File: config.mk
export PLATFORM = sky130hd
export DESIGN_NAME = tim_capture_channel
export DESIGN_NICKNAME = d
export VERILOG_FILES = /design/src/rtl/tim_capture_channel.sv
export SDC_FILE = /design/constraint.sdc
export NUM_CORES = 1
export LEC_CHECK = 0
export CORE_UTILIZATION = 42
export CTS_BUF_LIST = sky130_fd_sc_hd__clkbuf_16
export CTS_CLUSTER_SIZE = 14
export DETAILED_ROUTE_END_ITERATION = 10
export PLACE_DENSITY = 0.76
export REMOVE_ABC_BUFFERS = 1
export SYNTH_ARGS = -nofsm -noshare
export SYNTH_HDL_FRONTEND = slang
export SYNTH_SLANG_ARGS = --single-unit
File: constraint.sdc
create_clock -name clk_i -period 2.5 [get_ports clk_i]
set_input_delay 0.75 -clock clk_i [delete_from_list [all_inputs] [get_ports clk_i]]
set_output_delay 0.75 -clock clk_i [all_outputs]
set_load 0.01 [all_outputs]
File: src/rtl/tim_capture_channel.sv
// Timer input-capture channel: synchroniser, digital filter, edge/source select,
// event prescaler and capture register with capture/overcapture flags.
module tim_capture_channel #(
  parameter int CNT_WIDTH   = 16,
  parameter int SYNC_STAGES = 2
) (
  input  logic                 clk_i,
  input  logic                 aresetn_i,
  input  logic [CNT_WIDTH-1:0] cnt_i,
  input  logic                 ti_i,
  input  logic                 ti_alt_i,
  input  logic                 trc_i,
  input  logic [1:0]           ccs_i,
  input  logic [1:0]           ckd_i,
  input  logic [3:0]           icf_i,
  input  logic [1:0]           icps_i,
  input  logic                 cce_i,
  input  logic                 ccp_i,
  input  logic                 ccnp_i,
  input  logic                 ccif_clr_i,
  input  logic                 ccof_clr_i,
  output logic                 tif_o,
  output logic [CNT_WIDTH-1:0] ccr_o,
  output logic                 cap_pulse_o,
  output logic                 ccif_o,
  output logic                 ccof_o
);

  logic [SYNC_STAGES-1:0] sync_q, sync_d;
  logic [1:0]             divCnt_q, divCnt_d;
  logic [3:0]             runCnt_q, runCnt_d;
  logic                   tif_q, tif_d;
  logic                   srcPrev_q, srcPrev_d;
  logic [1:0]             ccsPrev_q, ccsPrev_d;
  logic [1:0]             icpsPrev_q, icpsPrev_d;
  logic [2:0]             pscCnt_q, pscCnt_d;
  logic [CNT_WIDTH-1:0]   ccr_q, ccr_d;
  logic                   capPulse_q, capPulse_d;
  logic                   ccif_q, ccif_d;
  logic                   ccof_q, ccof_d;

  logic       synced;
  logic       sampleTick;
  logic       src;
  logic       riseHit;
  logic       fallHit;
  logic       edgeHit;
  logic       eventHit;
  logic [2:0] pscLast;
  logic [2:0] pscBase;
  logic       capture;

  assign synced = sync_q[SYNC_STAGES-1];

  always_comb begin
    sync_d   = {sync_q[SYNC_STAGES-2:0], ti_i};
    divCnt_d = divCnt_q + 2'd1;

    sampleTick = 1'b0;
    case (ckd_i)
      2'd0:    sampleTick = 1'b1;
      2'd1:    sampleTick = divCnt_q[0];
      default: sampleTick = (divCnt_q == 2'b11);
    endcase

    // Filter toggles only after icf_i consecutive disagreeing ticks; >= guards against icf_i shrinking mid-run.
    tif_d    = tif_q;
    runCnt_d = runCnt_q;
    if (icf_i == 4'd0) begin
      tif_d    = synced;
      runCnt_d = 4'd0;
    end else if (sampleTick) begin
      if (synced != tif_q) begin
        if (({1'b0, runCnt_q} + 5'd1) >= {1'b0, icf_i}) begin
          tif_d    = ~tif_q;
          runCnt_d = 4'd0;
        end else begin
          runCnt_d = runCnt_q + 4'd1;
        end
      end else begin
        runCnt_d = 4'd0;
      end
    end

    src = 1'b0;
    case (ccs_i)
      2'b00:   src = tif_q;
      2'b01:   src = ti_alt_i;
      2'b10:   src = trc_i;
      default: src = 1'b0;
    endcase

    riseHit = src & ~srcPrev_q;
    fallHit = ~src & srcPrev_q;
    if (ccp_i && ccnp_i) begin
      edgeHit = riseHit | fallHit;
    end else if (ccp_i) begin
      edgeHit = fallHit;
    end else begin
      edgeHit = riseHit;
    end

    // A source switch re-seeds the previous value, so the switch itself never fires.
    eventHit  = edgeHit && (ccs_i == ccsPrev_q) && (ccs_i != 2'b11);
    srcPrev_d = src;
    ccsPrev_d = ccs_i;

    pscLast = 3'd0;
    case (icps_i)
      2'b00:   pscLast = 3'd0;
      2'b01:   pscLast = 3'd1;
      2'b10:   pscLast = 3'd3;
      default: pscLast = 3'd7;
    endcase

    icpsPrev_d = icps_i;
    pscBase    = (!cce_i || (icps_i != icpsPrev_q)) ? 3'd0 : pscCnt_q;
    capture    = eventHit && cce_i && (pscBase == pscLast);
    pscCnt_d   = pscBase;
    if (cce_i && eventHit) begin
      pscCnt_d = capture ? 3'd0 : pscBase + 3'd1;
    end

    ccr_d      = capture ? cnt_i : ccr_q;
    capPulse_d = capture;

    ccif_d = ccif_q;
    if (capture) begin
      ccif_d = 1'b1;
    end else if (ccif_clr_i) begin
      ccif_d = 1'b0;
    end

    ccof_d = ccof_q;
    if (capture && ccif_q) begin
      ccof_d = 1'b1;
    end else if (ccof_clr_i) begin
      ccof_d = 1'b0;
    end
  end

  always_ff @(posedge clk_i or negedge aresetn_i) begin
    if (!aresetn_i) begin
      sync_q     <= '0;
      divCnt_q   <= 2'd0;
      runCnt_q   <= 4'd0;
      tif_q      <= 1'b0;
      srcPrev_q  <= 1'b0;
      ccsPrev_q  <= 2'b00;
      icpsPrev_q <= 2'b00;
      pscCnt_q   <= 3'd0;
      ccr_q      <= '0;
      capPulse_q <= 1'b0;
      ccif_q     <= 1'b0;
      ccof_q     <= 1'b0;
    end else begin
      sync_q     <= sync_d;
      divCnt_q   <= divCnt_d;
      runCnt_q   <= runCnt_d;
      tif_q      <= tif_d;
      srcPrev_q  <= srcPrev_d;
      ccsPrev_q  <= ccsPrev_d;
      icpsPrev_q <= icpsPrev_d;
      pscCnt_q   <= pscCnt_d;
      ccr_q      <= ccr_d;
      capPulse_q <= capPulse_d;
      ccif_q     <= ccif_d;
      ccof_q     <= ccof_d;
    end
  end

  assign tif_o       = tif_q;
  assign ccr_o       = ccr_q;
  assign cap_pulse_o = capPulse_q;
  assign ccif_o      = ccif_q;
  assign ccof_o      = ccof_q;

endmodule

Word-level counts from Yosys, hierarchy flattened
Cells that the tools add are included.
- register bits: 36
- bits of input ports: 36
- output and inout bits: 20
- word-level logic and storage cells: 72
- add/sub/neg operators: 4
- order comparisons: 1
- equality and inequality tests: 11
- multiplexer cells: 20
- bitwise operators: 6
- reduce and logical (&&, ||, !) cells: 18
- operator list (kind ; count):
    two-way mux 4 bit ; 4
    two-way mux 1 bit ; 10
    nonzero test 2 bit ; 5
    two-way mux 3 bit ; 3
    one-hot mux 3 bit (3 select lines) ; 1
    equality test 2 x 1 -> 1 bit (second input constant) ; 3
    equality test 2 bit (second input constant) ; 3
    logical AND 1 bit ; 6
    zero test 2 bit ; 3
    adder 4 x 1 -> 5 bit (second input constant) ; 1
    greater-or-equal comparator 5 x 4 -> 1 bit ; 1
    adder 4 x 1 -> 4 bit (second input constant) ; 1
    zero test 4 bit ; 1
    adder 3 x 1 -> 3 bit (second input constant) ; 1
    equality test 3 bit ; 1
    NOT 1 bit ; 3
    one-hot mux 1 bit (3 select lines) ; 1
    AND reduction 3 bit ; 1
    adder 2 x 1 -> 2 bit (second input constant) ; 1
    bitwise AND 1 bit ; 2
    equality test 2 bit ; 1
    inequality test 2 bit ; 1
    inequality test 2 bit (second input constant) ; 1
    one-hot mux 1 bit (2 select lines) ; 1
    other kinds (4) ; 4

Logic depth before layout (Yosys ltp)
Gate-level depths: netlist (run 1).
- word-level depth: 12
- mapped depth: 10
- mapped depth without buffers: 9

Worst setup path after synthesis (run 1)
OpenSTA, ideal clock, no wires.
- path kind: input port to flip-flop
- start: input ccs_i[1]
- end: register ccr_q[0] (netlist: ccr_o[0])
- library setup time: 0.125 ns
- arrival: 2.660 ns
- data required time: 2.375 ns
- slack: -0.285 ns
- stages on the path: 10
- buffers on the path: 1
- cells stage by stage: mux2i_1 -> nor2_1 -> a21oi_1 -> ha_1 -> nand2_1 -> o21ai_0 -> a211oi_1 -> nor3b_4 -> buf_6 -> mux2_4
- word-level cells in the longest chain between the ends: 10
- ends and longest elaborated chain (item ; line ; source):
    start: declaration ; 13 ; input logic [1:0] ccs_i,
    equality test 2 bit (tied with other cells) ; 86 ; case (ccs_i)
    one-hot mux 1 bit (3 select lines) ; 86 ;
    NOT 1 bit ; 94 ; fallHit = ~src & srcPrev_q;
    bitwise AND 1 bit ; 94 ;
    two-way mux 1 bit or bitwise OR 1 bit (tied branches) ; 97, 96 ;
    two-way mux 1 bit ; 95 ; if (ccp_i && ccnp_i) begin
    logical AND 1 bit ; 104 ; eventHit = edgeHit && (ccs_i == ccsPrev_q) && (ccs_i != 2'b11);
    logical AND 1 bit (*) ; 104 ;
    logical AND 1 bit (*) (2 in series) ; 118 ; capture = eventHit && cce_i && (pscBase == pscLast);
    end signal: assignment ; 165 ; ccr_q <= ccr_d;
    end: declaration ; 37 ; logic [CNT_WIDTH-1:0] ccr_q, ccr_d;
Every way passes the cells marked *; elsewhere a longest branch is shown, timed or not.
A chain may end at the register's enable or synchronous reset.

Final worst setup path (run 1)
- start: input ccs_i[1]
- end: register ccr_q[15] (netlist: ccr_o[15])
The elaborated chain is that of the path after synthesis.

==> results of run 1 <==
cells by family after synthesis:
kind of cell	after synthesis
flops	36
simple gates	32
compound gates	31
mux	19
buf+inv	18
fa+ha+maj	9
xor+xnor	6
metal layers:
layer | up-vias | part of all wire, %
met4 | 0 | 0.82
li1 | 692 | -
met5 | - | 0
met2 | 55 | 51
met3 | 4 | 8.6
met1 | 701 | 40
layout by cell type (no fill, tap or decap), drive strengths merged, types with 2 or more instances in the layout:
| cell type | instances |
|---|---|
| a211oi | 3 |
| a21o | 2 |
| a21oi | 5 |
| a22o | 3 |
| a22oi | 2 |
| buf | 29 |
| clkbuf | 5 |
| clkdlybuf4s50 | 49 |
| clkinv | 2 |
| dfrtp | 36 |
| dlygate4sd2 | 3 |
| ha | 9 |
| inv | 12 |
| mux2 | 17 |
| mux2i | 2 |
| nand2 | 8 |
| nand2b | 3 |
| nand3 | 3 |
| nor2 | 8 |
| nor2b | 2 |
| o21ai | 8 |
| xnor2 | 5 |
what timing repair did:
action,CTS,global route
setup endpoints to repair,22,19
gates cloned,3,0
resized for setup,28,1
pin swaps,5,2
setup buffers,6,2
cell type report:
type / count / area share (%)
Clock buffer: 5 / 4.43
Multi-Input combinational cell: 97 / 30.7
Clock inverter: 2 / 0.266
Timing Repair Buffer: 81 / 28.9
Inverter: 12 / 1.60
Tap cell: 50 / 2.22
Sequential cell: 36 / 31.9
where the power goes:
| group | leakage, nW | internal (mW) | switching, mW | total [mW] |
|---|---|---|---|---|
| Sequential | 0.475 | 0.641 | 0.0500 | 0.691 |
| Combinational | 0.789 | 0.249 | 0.167 | 0.416 |
| Clock | 0.0648 | 0.356 | 0.225 | 0.582 |
per-stage QoR:
step	worst slack [ns]	utilization, %
2_1_floorplan	-0.746	-
3_3_place_gp	-0.806	61.6
3_5_place_dp	-0.927	61.6
4_1_cts	-0.0992	69.3
5_1_grt	-0.244	69.0
6_report	-0.162	69.0
path summary, 6_finish.rpt:
check / cells past startpoint / to
worst max-delay path: 14 / ccr_o[15]$_DFFE_PN0P_
worst min-delay path: 0 / sync_q[1]$_DFF_PN0_
worst max register to register: 13 / ccr_o[15]$_DFFE_PN0P_
worst min register to register: 0 / sync_q[1]$_DFF_PN0_
max in group asynchronous: 2 / runCnt_q[3]$_DFFE_PN0P_
min in group asynchronous: 2 / pscCnt_q[2]$_DFF_PN0_
sequential cells by signal, summed over array words and instances, names as in the netlist:
register,flops
divCnt_q,2
srcPrev_q,1
ccr_o,16
ccif_o,1
icpsPrev_q,2
cap_pulse_o,1
sync_q,2
ccsPrev_q,2
pscCnt_q,3
ccof_o,1
runCnt_q,4
tif_o,1
worst max-delay path, stage by stage:
cell,delay [ns]
buf_6,0.09
buf_4,0.14
nor2b_4,0.12
a21oi_2,0.07
ha_1,0.31
nand2_1,0.08
o21ai_2,0.07
a211oi_2,0.19
buf_4,0.14
nor3b_4,0.17
buf_6,0.15
buf_12,0.12
buf_16,0.11
mux2_4,0.30
==> run metrics, run 1 <==
status=finished, violations left; failing checks=setup timing; GRT Max-Usage Layer=met2; nets=278; Max Fclk=0.376 GHz; final hold vios=0; EDFF count, synth=0; CP Launch Type=primary input; Synth Cell Area=0.00183 sq mm; min Tclk post-route=2.66 ns; Num Clock Sinks=36; initial antenna violation count=0; Power Dens Cells=between 500 and 600 mW/mm^2; final cell count without fillers=283; H-tree depth=2; Setup-failing EPs final=19; Root Buffer=clkbuf_16; Std-Cell Rows=23; first-pass GRT wire length=a little over 7000 um; # IOs=56; Post-Synth Adder-Cell Area=6.15%; Post-route DRC=0; r2r startpoint=tif_o$_DFFE_PN0P_; xor/xnor share of the synthesized area=2.87%; multi-input logic area=866 sq um; hold_sp=sync_q[0]$_DFF_PN0_; Design Power=1.69 mW; routing usage on met2=35.7%; Simple-Gate Fraction of Synth Area=a little under a tenth; CP startpoint=ccs_i[1]; cell count after placement=266; Antenna Nets Post-Route=0; Die Wd=68.0 um; number of vias per cell=5.13; drt pass-1 iters=4; vias in the first global route=1,480; mux contribution to synthesized area=14.8%; largest family of logic cells by synthesized area=multiplexers; Slew Viols, Final=0; P&R area growth vs syn=54.1%; Crit Path Category=in2reg; total negative slack=-2.02 ns; R2R Setup Slk=about 0.050 ns; main flop type after synthesis=dfrtp_1; synth warn=0; unrepaired setup endpoints after global routing=yes; relative slew slack=68.3%; Worst setup EP type=register; flops & latches, synth=36; cells after synthesis=151; M3 GR Usage=9.50%; Fillers=approximately 300; Seq/Total Area, Yosys=49.2%; area occupied by registers=~900 sq um; max-cap violation count=0; most common cell in the netlist=dfrtp_1; worst skew pair latency=0.28 ns; Yosys top cell area share=49.2%; Tcrit/Tclk final=106%; largest area contributor in the netlist=dfrtp_1; Compound-Gate Fraction of Synth Area=between 10% and 20%; DR WL/cell=15.5 um; met1 GRT Util=26.3%; Slew @ Worst Pin=0.472 ns; leakage power=1.33 nW; area of the core=0.00409 sq mm; Die H=68.0 um; Area after DPL=0.00252 sq mm; synth cell count leaders=36 x dfrtp_1, 16 x mux2_4, 12 x inv_1, 9 x ha_1; Die Footprint=0.00463 sq mm; Critical Path Fanout Max=5; Clock Skew=0.00780 ns; detailed router's first-iteration violation count=43; average size of a mapped cell=12.1 sq um; grt total ovfl=0; Worst IR Drop VDD=between 400 and 500 uV; largest net degree at the start of global routing=37; synth top area cells=dfrtp_1 49%, mux2_4 13%, ha_1 6.2%; worst hold path class=reg2reg; CTS Hold Bufs=0; RePlAce Congestion=0.814; clk buf depth=2; Vias=1,452; CP arrival=2.83 ns; PortBufs=55; CTS clk-pin slew, worst paths=~0.06 ns; TritonCTS Buffers=5; CTS tree=done; post-synth cell types=40; cell area after layout=0.00282 sq mm; smallest setup slack after layout=-0.162 ns; drt total wl=4400 um; all-layer global routing usage=22.1%; Initial Utilization=44.8%; fraction of layout cells with a size suffix above 1=25.3%; DP Wirelength=2730 um; share of flip-flops with an asynchronous set or reset=100%; Worst EP required=2.66 ns; n_diodes=0; WHS=0.349 ns
No activity file was read; power rests on OpenSTA's default activity.
==> run 2, diff against run 1 <==
--- a/config.mk
+++ b/config.mk
@@ -9,6 +9,7 @@
 export CTS_BUF_LIST = sky130_fd_sc_hd__clkbuf_16
 export CTS_CLUSTER_SIZE = 14
 export DETAILED_ROUTE_END_ITERATION = 10
+export MAX_ROUTING_LAYER = met4
 export PLACE_DENSITY = 0.76
 export REMOVE_ABC_BUFFERS = 1
 export SYNTH_ARGS = -nofsm -noshare
==> run metrics, run 2 (synthesis results as in run 1) <==
final hold vios=0 (unchanged); smallest setup slack after layout=-0.170 ns (-0.00758 ns); CP Launch Type=primary input; status=finished, violations left; Setup-failing EPs final=19 (unchanged); CTS tree=done; P&R area growth vs syn=55.2%; Num Clock Sinks=36 (unchanged); drt pass-1 iters=4 (unchanged); Post-route DRC=0 (unchanged); PortBufs=55 (unchanged); total negative slack=-2.12 ns (-0.0978 ns); H-tree depth=2 (unchanged); fraction of layout cells with a size suffix above 1=25.3% (unchanged); Std-Cell Rows=23 (unchanged); Die Wd=68.0 um (unchanged); vias in the first global route=1,477 (-0.20%); worst hold path class=reg2reg; DP Wirelength=2730 um (unchanged); Fillers=292 (-1.0%); min Tclk post-route=2.67 ns (+0.00758 ns); Slew Viols, Final=0 (unchanged); initial antenna violation count=0 (unchanged); max-cap violation count=0 (unchanged); Worst EP required=2.67 ns (about the same); Antenna Nets Post-Route=0 (unchanged); Initial Utilization=44.8% (unchanged); Die H=68.0 um (unchanged); DR WL/cell=15.5 um (-0.39%); n_diodes=0 (unchanged); Worst IR Drop VDD=439 uV (+0.40%); # IOs=56 (unchanged); Power Dens Cells=596 mW/mm^2 (-0.47%); Clock Skew=0.00709 ns (-0.000716 ns); Root Buffer=clkbuf_16; area of the core=0.00409 sq mm (unchanged); commonest non-fill, non-tap cells in the layout=49 x clkdlybuf4s50_1, 36 x dfrtp_1, 19 x buf_4, 16 x mux2_4, 12 x inv_1; leakage power=1.33 nW (+0.45%); detailed router's first-iteration violation count=35 (-19%); largest net degree at the start of global routing=37 (unchanged); failing checks=setup timing; worst skew pair latency=0.28 ns (about the same); Tcrit/Tclk final=107% (+0.30 points); Critical Path Fanout Max=5 (unchanged); Slowest cell on crit path=ha_1; Max Fclk=0.375 GHz (-0.28%); grt total ovfl=0 (unchanged); relative slew slack=68.3% (unchanged); max reg flops=16 (unchanged); nets=278 (unchanged); unrepaired setup endpoints after global routing=yes; Worst setup EP type=register; CP arrival=2.84 ns (about the same); Max stage delay on crit path=0.31 ns (about the same); commonest non-fill, non-tap cell in the layout=clkdlybuf4s50_1; CTS clk-pin slew, worst paths=0.06 ns (about the same); WHS=0.349 ns (-0.000450 ns); Area after DPL=0.00252 sq mm (unchanged); Vias=1,464 (+0.83%); RePlAce Congestion=0.826 (+1.5%); number of vias per cell=5.17 (+0.83%); Die Footprint=0.00463 sq mm (unchanged); drt total wl=4380 um (-0.39%); first-pass GRT wire length=7220 um (-0.29%); clk buf depth=2 (unchanged); critical-path cell list=buf_6, buf_4, nor2b_4, a21oi_2, ha_1, nand2_1, o21ai_2, a211oi_2, buf_4, nor3b_4, buf_6, buf_12, buf_16, mux2_4; cell area after layout=0.00284 sq mm (+0.71%); CTS Hold Bufs=0 (unchanged); TritonCTS Buffers=5 (unchanged); all-layer global routing usage=22.7% (+0.57 points); Crit Path Category=in2reg; Slew @ Worst Pin=0.472 ns (unchanged)
## run 2: cell counts in the layout (fill, tap and decap cells not counted)
No cell type changed its count.
## run 2: worst paths after layout
path	start	to	slack [ns]	cells after the start
max in group asynchronous	aresetn_i	runCnt_q[3]$_DFFE_PN0P_	1.31	2
min	sync_q[0]$_DFF_PN0_	sync_q[1]$_DFF_PN0_	0.35	0
max reg2reg	tif_o$_DFFE_PN0P_	ccr_o[15]$_DFFE_PN0P_	0.04	13
max	ccs_i[1]	ccr_o[15]$_DFFE_PN0P_	-0.17	14
min in group asynchronous	aresetn_i	pscCnt_q[2]$_DFF_PN0_	0.88	2
min reg2reg	sync_q[0]$_DFF_PN0_	sync_q[1]$_DFF_PN0_	0.35	0
## run 2: worst max-delay path, delay by kind of cell
family	cells	cell delay [ns]
AO/OA/AOI/OAI	3	0.33
adder cells (fa/ha/maj)	1	0.31
buffers and inverters	6	0.76
AND/OR/NAND/NOR	3	0.37
multiplexers	1	0.30
## run 2: report_power, final
part	internal, mW	switching, mW	leakage, nW
clock	0.356	0.229	0.0648
sequential	0.641	0.0501	0.475
combinational	0.249	0.167	0.795
total	1.25	0.446	1.33
## run 2: layer usage
layer | wire (um) | vias up | track usage [%]
li1 | - | 691 | -
met1 | 1820 | 706 | 28.0
met2 | 2190 | 60 | 35.5
met3 | 294 | 7 | 5.67
met4 | 76 | 0 | 9.11
met5 | 0 | - | -
## run 2: metrics by stage
stage / setup slack, ns / cells / utilization (%) / power (mW)
global route: -0.260 / 283 / 69.5 / 1.78
detailed placement: -0.927 / 266 / 61.6 / 1.10
global placement: -0.806 / 266 / 61.6 / 1.09
floorplan: -0.746 / 145 / - / 0.881
finish: -0.170 / 283 / 69.5 / 1.69
CTS: -0.0992 / 282 / 69.3 / 1.69
## run 2: area by class of cell
cell class / instances / area [sq um] / area share (%)
Clock buffer: 5 / 125 / 4.40
Clock inverter: 2 / 7.51 / 0.264
Inverter: 12 / 45.0 / 1.59
Multi-Input combinational cell: 97 / 866 / 30.5
Sequential cell: 36 / 901 / 31.7
Tap cell: 50 / 62.6 / 2.20
Timing Repair Buffer: 81 / 835 / 29.4
## run 2: what timing repair did
action,CTS,global route
gates resized for setup,28,1
endpoints found under the setup margin,22,19
buffers inserted,6,1
endpoints found under the hold margin,0,0
gates cloned,3,0
pin swaps,5,2
